File: config.mk
export PLATFORM = sky130hd
export DESIGN_NAME = lsu_axi_lite_master
export DESIGN_NICKNAME = d
export VERILOG_FILES = /design/src/rtl/axi_lite_pkg.sv /design/src/rtl/lsu_axi_lite_master.sv
export SDC_FILE = /design/constraint.sdc
export NUM_CORES = 1
export LEC_CHECK = 0
export BUFFER_PORTS_ARGS = -buffer_cell sky130_fd_sc_hd__buf_2
export CAP_MARGIN = 20
export CORE_MARGIN = 1.5
export CORE_UTILIZATION = 39
export DETAILED_ROUTE_END_ITERATION = 7
export PLACE_DENSITY = 0.85
export SLEW_MARGIN = 20
export SYNTH_ARGS = -nofsm -noshare
export SYNTH_HDL_FRONTEND = slang
export SYNTH_SLANG_ARGS = --single-unit
File: constraint.sdc
create_clock -name clk -period 2.9 [get_ports clk]
set_input_delay 0.58 -clock clk [delete_from_list [all_inputs] [get_ports clk]]
set_output_delay 0.58 -clock clk [all_outputs]
set_load 0.01 [all_outputs]
File: src/rtl/axi_lite_pkg.sv
// Shared AXI4-Lite encodings and the load/store bridge state type.
// Imported by the LSU master; also usable by other AXI-Lite blocks in the core.
package axi_lite_pkg;

    localparam logic [1:0] AXI_RESP_OKAY   = 2'b00;
    localparam logic [1:0] AXI_RESP_EXOKAY = 2'b01;
    localparam logic [1:0] AXI_RESP_SLVERR = 2'b10;
    localparam logic [1:0] AXI_RESP_DECERR = 2'b11;

    typedef enum logic [2:0] {
        IDLE    = 3'd0,
        WR      = 3'd1,
        WR_RESP = 3'd2,
        RD_ADDR = 3'd3,
        RD_DATA = 3'd4,
        DONE    = 3'd5
    } lsu_state_e;

    // Anything other than OKAY is reported to the core as an error, EXOKAY included.
    function automatic logic resp_is_err(input logic [1:0] resp);
        logic err;
        case (resp)
            AXI_RESP_OKAY:   err = 1'b0;
            AXI_RESP_EXOKAY: err = 1'b1;
            AXI_RESP_SLVERR: err = 1'b1;
            AXI_RESP_DECERR: err = 1'b1;
            default:         err = 1'b1;
        endcase
        return err;
    endfunction

endpackage

File: src/rtl/lsu_axi_lite_master.sv
// Load/store bridge: turns one core data-memory request into a single AXI4-Lite
// read or write, stalling the core until the response has been returned.
module lsu_axi_lite_master
    import axi_lite_pkg::*;
#(
    parameter int ADDR_W = 32,
    parameter int DATA_W = 32
) (
    input  logic                  clk,
    input  logic                  rst_n,
    input  logic                  req_valid,
    input  logic                  req_we,
    input  logic [ADDR_W-1:0]     req_addr,
    input  logic [DATA_W-1:0]     req_wdata,
    input  logic [DATA_W/8-1:0]   req_wstrb,
    output logic                  stall,
    output logic                  rsp_valid,
    output logic [DATA_W-1:0]     rsp_rdata,
    output logic                  rsp_err,
    output logic [ADDR_W-1:0]     m_awaddr,
    output logic                  m_awvalid,
    input  logic                  m_awready,
    output logic [DATA_W-1:0]     m_wdata,
    output logic [DATA_W/8-1:0]   m_wstrb,
    output logic                  m_wvalid,
    input  logic                  m_wready,
    input  logic [1:0]            m_bresp,
    input  logic                  m_bvalid,
    output logic                  m_bready,
    output logic [ADDR_W-1:0]     m_araddr,
    output logic                  m_arvalid,
    input  logic                  m_arready,
    input  logic [DATA_W-1:0]     m_rdata,
    input  logic [1:0]            m_rresp,
    input  logic                  m_rvalid,
    output logic                  m_rready,
    output logic [2:0]            m_awprot,
    output logic [2:0]            m_arprot
);

    lsu_state_e              state_r;
    logic [ADDR_W-1:0]       addr_r;
    logic [DATA_W-1:0]       wdata_r;
    logic [DATA_W/8-1:0]     wstrb_r;
    logic                    aw_done_r;
    logic                    w_done_r;

    logic                    aw_hs_s;
    logic                    w_hs_s;
    logic                    aw_ok_s;
    logic                    w_ok_s;

    assign aw_hs_s = m_awvalid && m_awready;
    assign w_hs_s  = m_wvalid && m_wready;
    assign aw_ok_s = aw_done_r || aw_hs_s;
    assign w_ok_s  = w_done_r || w_hs_s;

    // Payload registers only change in IDLE, so they stay constant while any valid is up.
    assign m_awaddr = addr_r;
    assign m_araddr = addr_r;
    assign m_wdata  = wdata_r;
    assign m_wstrb  = wstrb_r;
    assign m_awprot = 3'b000;
    assign m_arprot = 3'b000;

    // The core is released in DONE so it advances on that edge.
    assign stall = req_valid && (state_r != DONE);

    // Transaction FSM with registered AXI handshake and response outputs.
    always_ff @(posedge clk) begin
        if (!rst_n) begin
            state_r   <= IDLE;
            addr_r    <= {ADDR_W{1'b0}};
            wdata_r   <= {DATA_W{1'b0}};
            wstrb_r   <= {(DATA_W/8){1'b0}};
            aw_done_r <= 1'b0;
            w_done_r  <= 1'b0;
            m_awvalid <= 1'b0;
            m_wvalid  <= 1'b0;
            m_bready  <= 1'b0;
            m_arvalid <= 1'b0;
            m_rready  <= 1'b0;
            rsp_valid <= 1'b0;
            rsp_err   <= 1'b0;
            rsp_rdata <= {DATA_W{1'b0}};
        end else begin
            rsp_valid <= 1'b0;
            case (state_r)
                IDLE: begin
                    if (req_valid) begin
                        addr_r  <= {req_addr[ADDR_W-1:2], 2'b00};
                        wdata_r <= req_wdata;
                        wstrb_r <= req_wstrb;
                        if (req_we) begin
                            state_r   <= WR;
                            m_awvalid <= 1'b1;
                            m_wvalid  <= 1'b1;
                            aw_done_r <= 1'b0;
                            w_done_r  <= 1'b0;
                        end else begin
                            state_r   <= RD_ADDR;
                            m_arvalid <= 1'b1;
                        end
                    end
                end
                WR: begin
                    if (aw_hs_s) begin
                        m_awvalid <= 1'b0;
                        aw_done_r <= 1'b1;
                    end
                    if (w_hs_s) begin
                        m_wvalid <= 1'b0;
                        w_done_r <= 1'b1;
                    end
                    // The later assignments win, so both flags are cleared on exit.
                    if (aw_ok_s && w_ok_s) begin
                        aw_done_r <= 1'b0;
                        w_done_r  <= 1'b0;
                        m_bready  <= 1'b1;
                        state_r   <= WR_RESP;
                    end
                end
                WR_RESP: begin
                    if (m_bvalid) begin
                        m_bready  <= 1'b0;
                        rsp_err   <= resp_is_err(m_bresp);
                        rsp_valid <= 1'b1;
                        state_r   <= DONE;
                    end
                end
                RD_ADDR: begin
                    if (m_arready) begin
                        m_arvalid <= 1'b0;
                        m_rready  <= 1'b1;
                        state_r   <= RD_DATA;
                    end
                end
                RD_DATA: begin
                    if (m_rvalid) begin
                        m_rready  <= 1'b0;
                        rsp_rdata <= m_rdata;
                        rsp_err   <= resp_is_err(m_rresp);
                        rsp_valid <= 1'b1;
                        state_r   <= DONE;
                    end
                end
                DONE: begin
                    state_r <= IDLE;
                end
                default: begin
                    state_r   <= IDLE;
                    m_awvalid <= 1'b0;
                    m_wvalid  <= 1'b0;
                    m_bready  <= 1'b0;
                    m_arvalid <= 1'b0;
                    m_rready  <= 1'b0;
                end
            endcase
        end
    end

endmodule

# Word-level counts from Yosys, hierarchy flattened
# Index checks and enable logic that the tools add are counted.
[totals] word_cells=108 output_inout_bits=146 register_bits=110 input_bits=113
[op_classes] muxes=39 bitwise=4 eq_ne=23 n_reduce_logical=28
[ops] cell="2-to-1 mux 1 bit" count=21
[ops] cell="AND reduction 4 bit" count=5
[ops] cell="!= test 2 bit (second input constant)" count=9
[ops] cell="OR reduction 4 bit" count=4
[ops] cell="2-to-1 mux 3 bit" count=5
[ops] cell="case mux 1 bit (3 select lines)" count=5
[ops] cell="case mux 3 bit (5 select lines)" count=1
[ops] cell="case mux 1 bit (2 select lines)" count=6
[ops] cell="!= test 3 bit (second input constant)" count=3
[ops] cell="AND reduction 3 bit" count=3
[ops] cell="== test 2 bit (second input constant)" count=4
[ops] cell="== test 3 x 2 -> 1 bit (second input constant)" count=2
[ops] cell="== test 3 bit (second input constant)" count=2
[ops] cell="OR reduction 3 bit" count=2
[ops] cell="AND reduction 5 bit" count=1
[ops] cell="== test 2 x 1 -> 1 bit (second input constant)" count=2
[ops] cell="logical AND 1 bit" count=4
[ops] cell="logical NOT 2 bit" count=2
[ops] cell="inverter 1 bit" count=4
[ops] cell="AND reduction 2 bit" count=2
[ops] cell="nonzero test 2 bit" count=2
[ops] cell="== test 3 x 1 -> 1 bit (second input constant)" count=1
[ops] cell="logical NOT 3 bit" count=1
[ops] cell="logical OR 1 bit" count=2
[ops] cell="2-to-1 mux 2 bit" count=1

# Longest topological paths before layout
# Gate-level depths: netlist of the first run.
[depth] depth_word=5 depth_mapped=7 depth_no_buf=4

# Worst setup path after synthesis of the first run
# No wires, ideal clock.
[synth_timing] path_kind="reg-to-output" from="register state_r[0]" to="output stall" arrival_time_ns=1.049 slack_ns=1.271 path_stages_with_launch=5 required_ns=2.320 n_path_buf=2 path_cell_list="dfxtp_1 buf_6 clkbuf_1 nor2b_1 a21boi_0"
[synth_via] elab_chain_len=2
[synth_lines] item="start: declaration" line="lsu_axi_lite_master.sv:41" rtl="lsu_state_e state_r;"
[synth_lines] item="start signal: assignment" line="lsu_axi_lite_master.sv:72" rtl="state_r <= IDLE;"
[synth_lines] item="start signal: assignment" line="lsu_axi_lite_master.sv:95" rtl="state_r <= WR;"
[synth_lines] item="start signal: assignment" line="lsu_axi_lite_master.sv:101" rtl="state_r <= RD_ADDR;"
[synth_lines] item="!= test 3 bit" line="lsu_axi_lite_master.sv:67" rtl="assign stall = req_valid && (state_r != DONE);"
[synth_lines] item="logical AND 1 bit" line="lsu_axi_lite_master.sv:67"
[synth_lines] item="end: declaration" line="lsu_axi_lite_master.sv:16" rtl="output logic stall,"
# Every way passes these cells.

# Final worst setup path of the first run
# Same ends and word-level chain as after synthesis.

==> metrics.txt, run 1 <==
status complete, no violations; DRC errors left 0; total grt overflow 0; Hold Path Sink rsp_rdata[7]; slew margin rel. 0.516; Avg Cell Area, Syn 7.86 um2; Post-CTS Resized 0; first-pass GRT wire length 17500 um; sequential-to-total area share from yosys stat 0.515; Worst-path clk slew 0.11 ns; gpl congestion 0.803; Routed WL per cell 12.8 um; Total Routed Length 11400 um; worst vdd ir 324 uV; Total GRT Usage 0.191; area share of the largest cell type after synthesis 0.515; Netlist cell types 32; initial antenna violation count 0; Register Area 2200 um2; hold path cells 3; fin worst setup slack 0.771 ns; CTS tree yes; total CTS buffers 9; Worst Tran Pin Value 0.726 ns; via count 4170; die width 108 um; router iterations before antenna repair 4; crit path DAT 1.55 ns; Root Buffer clkbuf_8; Setup violations, final 0; Longest Clk Path Bufs 2; Hold Crit Class input pin to register; RSZ-0062 raised after global routing no; ant diodes 0; Layout area overhead 29.2%; Final Cycle Share 0.734; largest net degree at the start of global routing 70; min cycle time layout 2.13 ns; Synth area leader dfxtp_1; vias in the first global route 3829; Final Power 0.00311 W; kind of critical path register to output port; FF-to-FF setup slack 1.06 ns; core box area 10700 um2; TNS Setup 0 ns; Final Instance Area 5530 um2; Post-DP HPWL 8230 um; Worst Path Required 2.32 ns; Worst Hold Launch m_rdata[7]; Fillers 1096; total number of yosys warnings 0; Synth Cell Area 4280 um2; Critical R2R Capture state_r[0]; max_cap viols 0; share of layout cells above drive strength 1 0.371; placed cell area 5340 um2; input/output buffers 246; Worst Reg-to-Reg Cells 5; Clock Latency Late Sink 0.36 ns; I/O pins 259; Nets 855; CP Capture Type output port; Initial Utilization 0.398; drt initial violations 234; count leader, synth nand2_1; PD cells 563 nW/um2; CTS hold repair buffers 0; Max Transition Viols Final 0; htree depth 3; dpl ws 0.799 ns; ys flop type dfxtp_1; Reg2Reg Launch Point state_r[1]; Final Hold Fails 0; Pleak 2.64 nW; CP Launch Type register; peak fanout along the critical path 17; Async S/R FF share, synth 0; Vias/cell 4.70; FMAX 0.470 GHz; Post-CTS Setup Inserts 0; Fin Clk Skew 0.0121 ns; Mapped Cells 544; footprint of the multi-input gates 1670 um2; Hold Slack 0.436 ns; Die ar. 11600 um2; CTS Sinks 110; Rows 38; Post-synth top cells nand2_1 (206), dfxtp_1 (110), a21oi_1 (103); Synth Register Bits 110; EDFF count, synth 0; Routed Antenna Nets 0; ranking of synthesized cells by area dfxtp_1 (51%), nand2_1 (18%), a21oi_1 (12%), buf_4 (7.0%), clkbuf_1 (2.0%); die span in y 108 um
[cell type report]
class | instances | area share
well taps | 140 | 0.0317
clock inverters | 6 | 0.00996
multi-input cells | 365 | 0.301
inverters | 2 | 0.00159
clock buffers | 10 | 0.0231
flip-flops and latches | 110 | 0.399
repair buffers | 254 | 0.234
[through the flow]
step | util | cells
floorplan | - | 553
global placement | 0.497 | 871
detailed placement | 0.497 | 871
CTS | 0.514 | 887
global route | 0.514 | 887
finish | 0.514 | 887
[critical path: stages (launching register included)]
cell	delay [ns]
dfxtp_1	0.70
nor2b_1	0.23
a21boi_0	0.09
buf_2	0.17
[power breakdown]
| group | internal [W] | switching (W) |
|---|---|---|
| Combinational | 0.000234 | 0.000331 |
| Sequential | 0.00161 | 0.0000714 |
| Clock | 0.000329 | 0.000542 |
[layout by cell type (no fill, tap or decap), types with 2 or more instances in the layout]
cell type | synthesis | layout
a31oi_1 | 4 | 4
nor4bb_1 | 3 | 2
buf_2 | 12 | 246
nand2b_1 | 2 | 2
a21oi_1 | 103 | 103
clkinv_4 | 0 | 2
clkinvlp_4 | 0 | 2
o21a_1 | 3 | 3
clkbuf_8 | 0 | 9
nor2_1 | 10 | 10
a31o_1 | 3 | 3
conb_1 | 1 | 10
buf_4 | 40 | 8
nor3_1 | 2 | 2
nand2_1 | 206 | 206
o21ai_0 | 3 | 3
dfxtp_1 | 110 | 110
inv_8 | 0 | 2
[state kept, by name (all words and copies together) (netlist names)]
name	count
m_wdata	32
rsp_rdata	32
m_araddr	30
m_wstrb	4
state_r	3
aw_done_r	1
m_arvalid	1
m_awvalid	1
m_bready	1
m_rready	1
m_wvalid	1
rsp_err	1
rsp_valid	1
w_done_r	1
[worst max-delay path by stage]
stage                     from             to  slack [ns]  cells after the start
finish              state_r[0]          stall        0.77                      3
floorplan           state_r[0]          stall        1.27                      4
global route        state_r[0]          stall        0.62                      3
global placement         rst_n       m_rready        0.85                      5
CTS                 state_r[0]          stall        0.74                      3
detailed placement       rst_n  rsp_rdata[12]        0.80                      5
[layer usage]
layer | global-route usage | vias to the layer above | wire length (um) | share of wire
li1 | - | 2106 | - | -
met1 | 0.207 | 1891 | 4680 | 0.41
met2 | 0.358 | 162 | 5770 | 0.51
met3 | 0.0551 | 11 | 789 | 0.069
met4 | 0.0517 | 0 | 135 | 0.012
met5 | 0 | - | 0 | 0
[logic make-up after synthesis]
logic type,synth area share
DFF,0.515
other,0.000877
muxes,0.00263
AOI/OAI and AO/OA,0.157
and+or+nand+nor,0.216
buffers and inverters,0.109
No activity file was read; power rests on OpenSTA's default activity.
==> inputs of run 2 (changes only) <==
--- a/config.mk
+++ b/config.mk
@@ -5,12 +5,13 @@
 export SDC_FILE = /design/constraint.sdc
 export NUM_CORES = 1
 export LEC_CHECK = 0
+export ABC_AREA = 1
 export BUFFER_PORTS_ARGS = -buffer_cell sky130_fd_sc_hd__buf_2
 export CAP_MARGIN = 20
 export CORE_MARGIN = 1.5
 export CORE_UTILIZATION = 39
 export DETAILED_ROUTE_END_ITERATION = 7
-export PLACE_DENSITY = 0.85
+export PLACE_DENSITY = 0.84
 export SLEW_MARGIN = 20
 export SYNTH_ARGS = -nofsm -noshare
 export SYNTH_HDL_FRONTEND = slang
==> constraint.sdc (replaced) <==
create_clock -name clk -period 2 [get_ports clk]
set_input_delay 0.4 -clock clk [delete_from_list [all_inputs] [get_ports clk]]
set_output_delay 0.4 -clock clk [all_outputs]
set_load 0.01 [all_outputs]
==> metrics.txt, run 2 <==
drt initial violations 251; Post-DP HPWL 8700 um; Worst Reg-to-Reg Cells 6; total CTS buffers 9; CTS tree yes; CP Launch Type register; Async S/R FF share, synth 0; htree depth 3; footprint of the multi-input gates 1760 um2; FF-to-FF setup slack 0.32 ns; Routed WL per cell 12.9 um; Longest Clk Path Bufs 2; TNS Setup 0 ns; Synth Cell Area 4690 um2; initial antenna violation count 0; Layout area overhead 28.0%; CP Capture Type output port; Hold Path Sink m_wdata[21]; Fin Clk Skew 0.00304 ns; CP Cell Sequence inv_4, a31oi_1, buf_2; Total GRT Usage 0.186; kind of critical path register to output port; slew margin rel. 0.587; CP top delay family flip-flops; PD cells 1260 nW/um2; highest-count cells in the layout ignoring fill and taps buf_2 (246), dfxtp_1 (110), a21oi_1 (98); Vias/cell 4.74; worst vdd ir 576 uV; max_cap viols 0; Post-synth top cells dfxtp_1 (110), a21oi_1 (98), nand2_1 (95); WP buf/inv 2; most common cell after layout, fill and taps aside buf_2; Post-CTS Resized 0; count leader, synth dfxtp_1; Root Buffer clkbuf_16; ys flop type dfxtp_1; Final Hold Fails 0; die width 113 um; hold path cells 3; Rows 39; Worst Hold Launch req_wdata[21]; CTS hold repair buffers 0; ranking of synthesized cells by area dfxtp_1 (47%), a21oi_1 (10%), nand3_1 (8.4%), buf_4 (7.7%), nand2_1 (7.6%); Avg Cell Area, Syn 7.82 um2; CP max-delay cell dfxtp_1; die span in y 113 um; vias in the first global route 3874; status complete, no violations; Worst-path clk slew 0.07 ns; router iterations before antenna repair 4; crit-path max cell delay 0.56 ns; Die ar. 12700 um2; post-layout util 0.519; RSZ-0062 raised after global routing no; Hold Slack 0.316 ns; min cycle time layout 1.75 ns; Register Area 2200 um2; gpl congestion 0.858; total grt overflow 0; Max Transition Viols Final 0; via count 4460; Worst Tran Pin Value 0.620 ns; Clock Latency Late Sink 0.34 ns; first-pass GRT wire length 18900 um; EDFF count, synth 0; Reg2Reg Launch Point state_r[0]; largest net degree at the start of global routing 65; Mapped Cells 600; CTS Sinks 110; Total Routed Length 12100 um; area share of the largest cell type after synthesis 0.469; Fillers 1149; total number of yosys warnings 0; Pleak 2.92 nW; Routed Antenna Nets 0; I/O pins 259; peak fanout along the critical path 8; Nets 905; FMAX 0.572 GHz; Initial Utilization 0.406; Hold Crit Class input pin to register; Critical R2R Capture m_wdata[28]; Setup violations, final 0; DRC errors left 0; sequential-to-total area share from yosys stat 0.469; Worst Path Required 1.60 ns; Synth area leader dfxtp_1; share of layout cells above drive strength 1 0.375; core box area 11600 um2; crit path DAT 1.35 ns; Netlist cell types 26; Synth Register Bits 110; input/output buffers 246; ant diodes 0; Final Cycle Share 0.874; Post-CTS Setup Inserts 0
==> run 2: cell types whose count changed after synthesis, moves of 4 or more <==
cell,delta
o21ai_1,+35
a21oi_1,-5
buf_4,+8
inv_1,+46
nand2_1,-111
nand2_2,+4
clkbuf_1,-10
a21oi_2,+11
buf_6,+6
nand3_1,+78
inv_2,+6
==> run 2: through the flow <==
step | cell area (um2) | total power (W) | setup WS (ns) | instances
finish | 6010 | 0.00757 | 0.252 | 940
floorplan | 4730 | 0.00503 | 0.749 | 609
global placement | 5690 | 0.00575 | 0.382 | 924
detailed placement | 5690 | 0.00580 | 0.333 | 924
CTS | 6010 | 0.00767 | 0.251 | 940
global route | 6010 | 0.00811 | 0.152 | 940
==> run 2: layout make-up <==
type,count,share of cell area
flip-flops and latches,110,0.367
well taps,143,0.0298
multi-input cells,361,0.292
repair buffers,255,0.225
clock buffers,14,0.0456
clock inverters,2,0.00646
inverters,55,0.0348
==> run 2: how the worst max path moves through the flow <==
stage,endpoint,slack (ns),cells past startpoint,start
CTS,stall,0.25,3,state_r[1]
finish,stall,0.25,3,state_r[1]
detailed placement,m_wdata[28],0.33,6,state_r[2]
global route,stall,0.15,3,state_r[1]
global placement,m_wdata[26],0.38,6,state_r[2]
floorplan,m_araddr[23],0.75,5,req_valid
==> run 2: cell families (layout without fill, tap and decap cells) <==
| family | count (synthesis) | after routing | share of synthesized area |
|---|---|---|---|
| and+or+nand+nor | 198 | 198 | 0.192 |
| AOI/OAI and AO/OA | 153 | 153 | 0.174 |
| DFF | 110 | 110 | 0.469 |
| buffers and inverters | 138 | 326 | 0.164 |
| other | 1 | 10 | 0.000799 |
==> run 2: per-layer routing <==
metal	GRT usage	wire length, um	up-vias
met5	0	0	-
met4	0.101	403	0
met3	0.0348	748	30
met2	0.313	5870	168
met1	0.225	5060	1964
li1	-	-	2298
==> run 2: worst reg2reg max path, cell delays in order, from the launching register on <==
cell and delay, ns:
dfxtp_1 0.47, nor2_4 0.22, nand2_2 0.11, inv_2 0.27, buf_12 0.24, nand3_1 0.11
a21oi_1 0.18
==> run 2: report_power, final <==
group / switching [W] / internal (W)
registers: 0.000300 / 0.00263
clock network: 0.000761 / 0.00108
logic: 0.00171 / 0.00109
total: 0.00277 / 0.00480
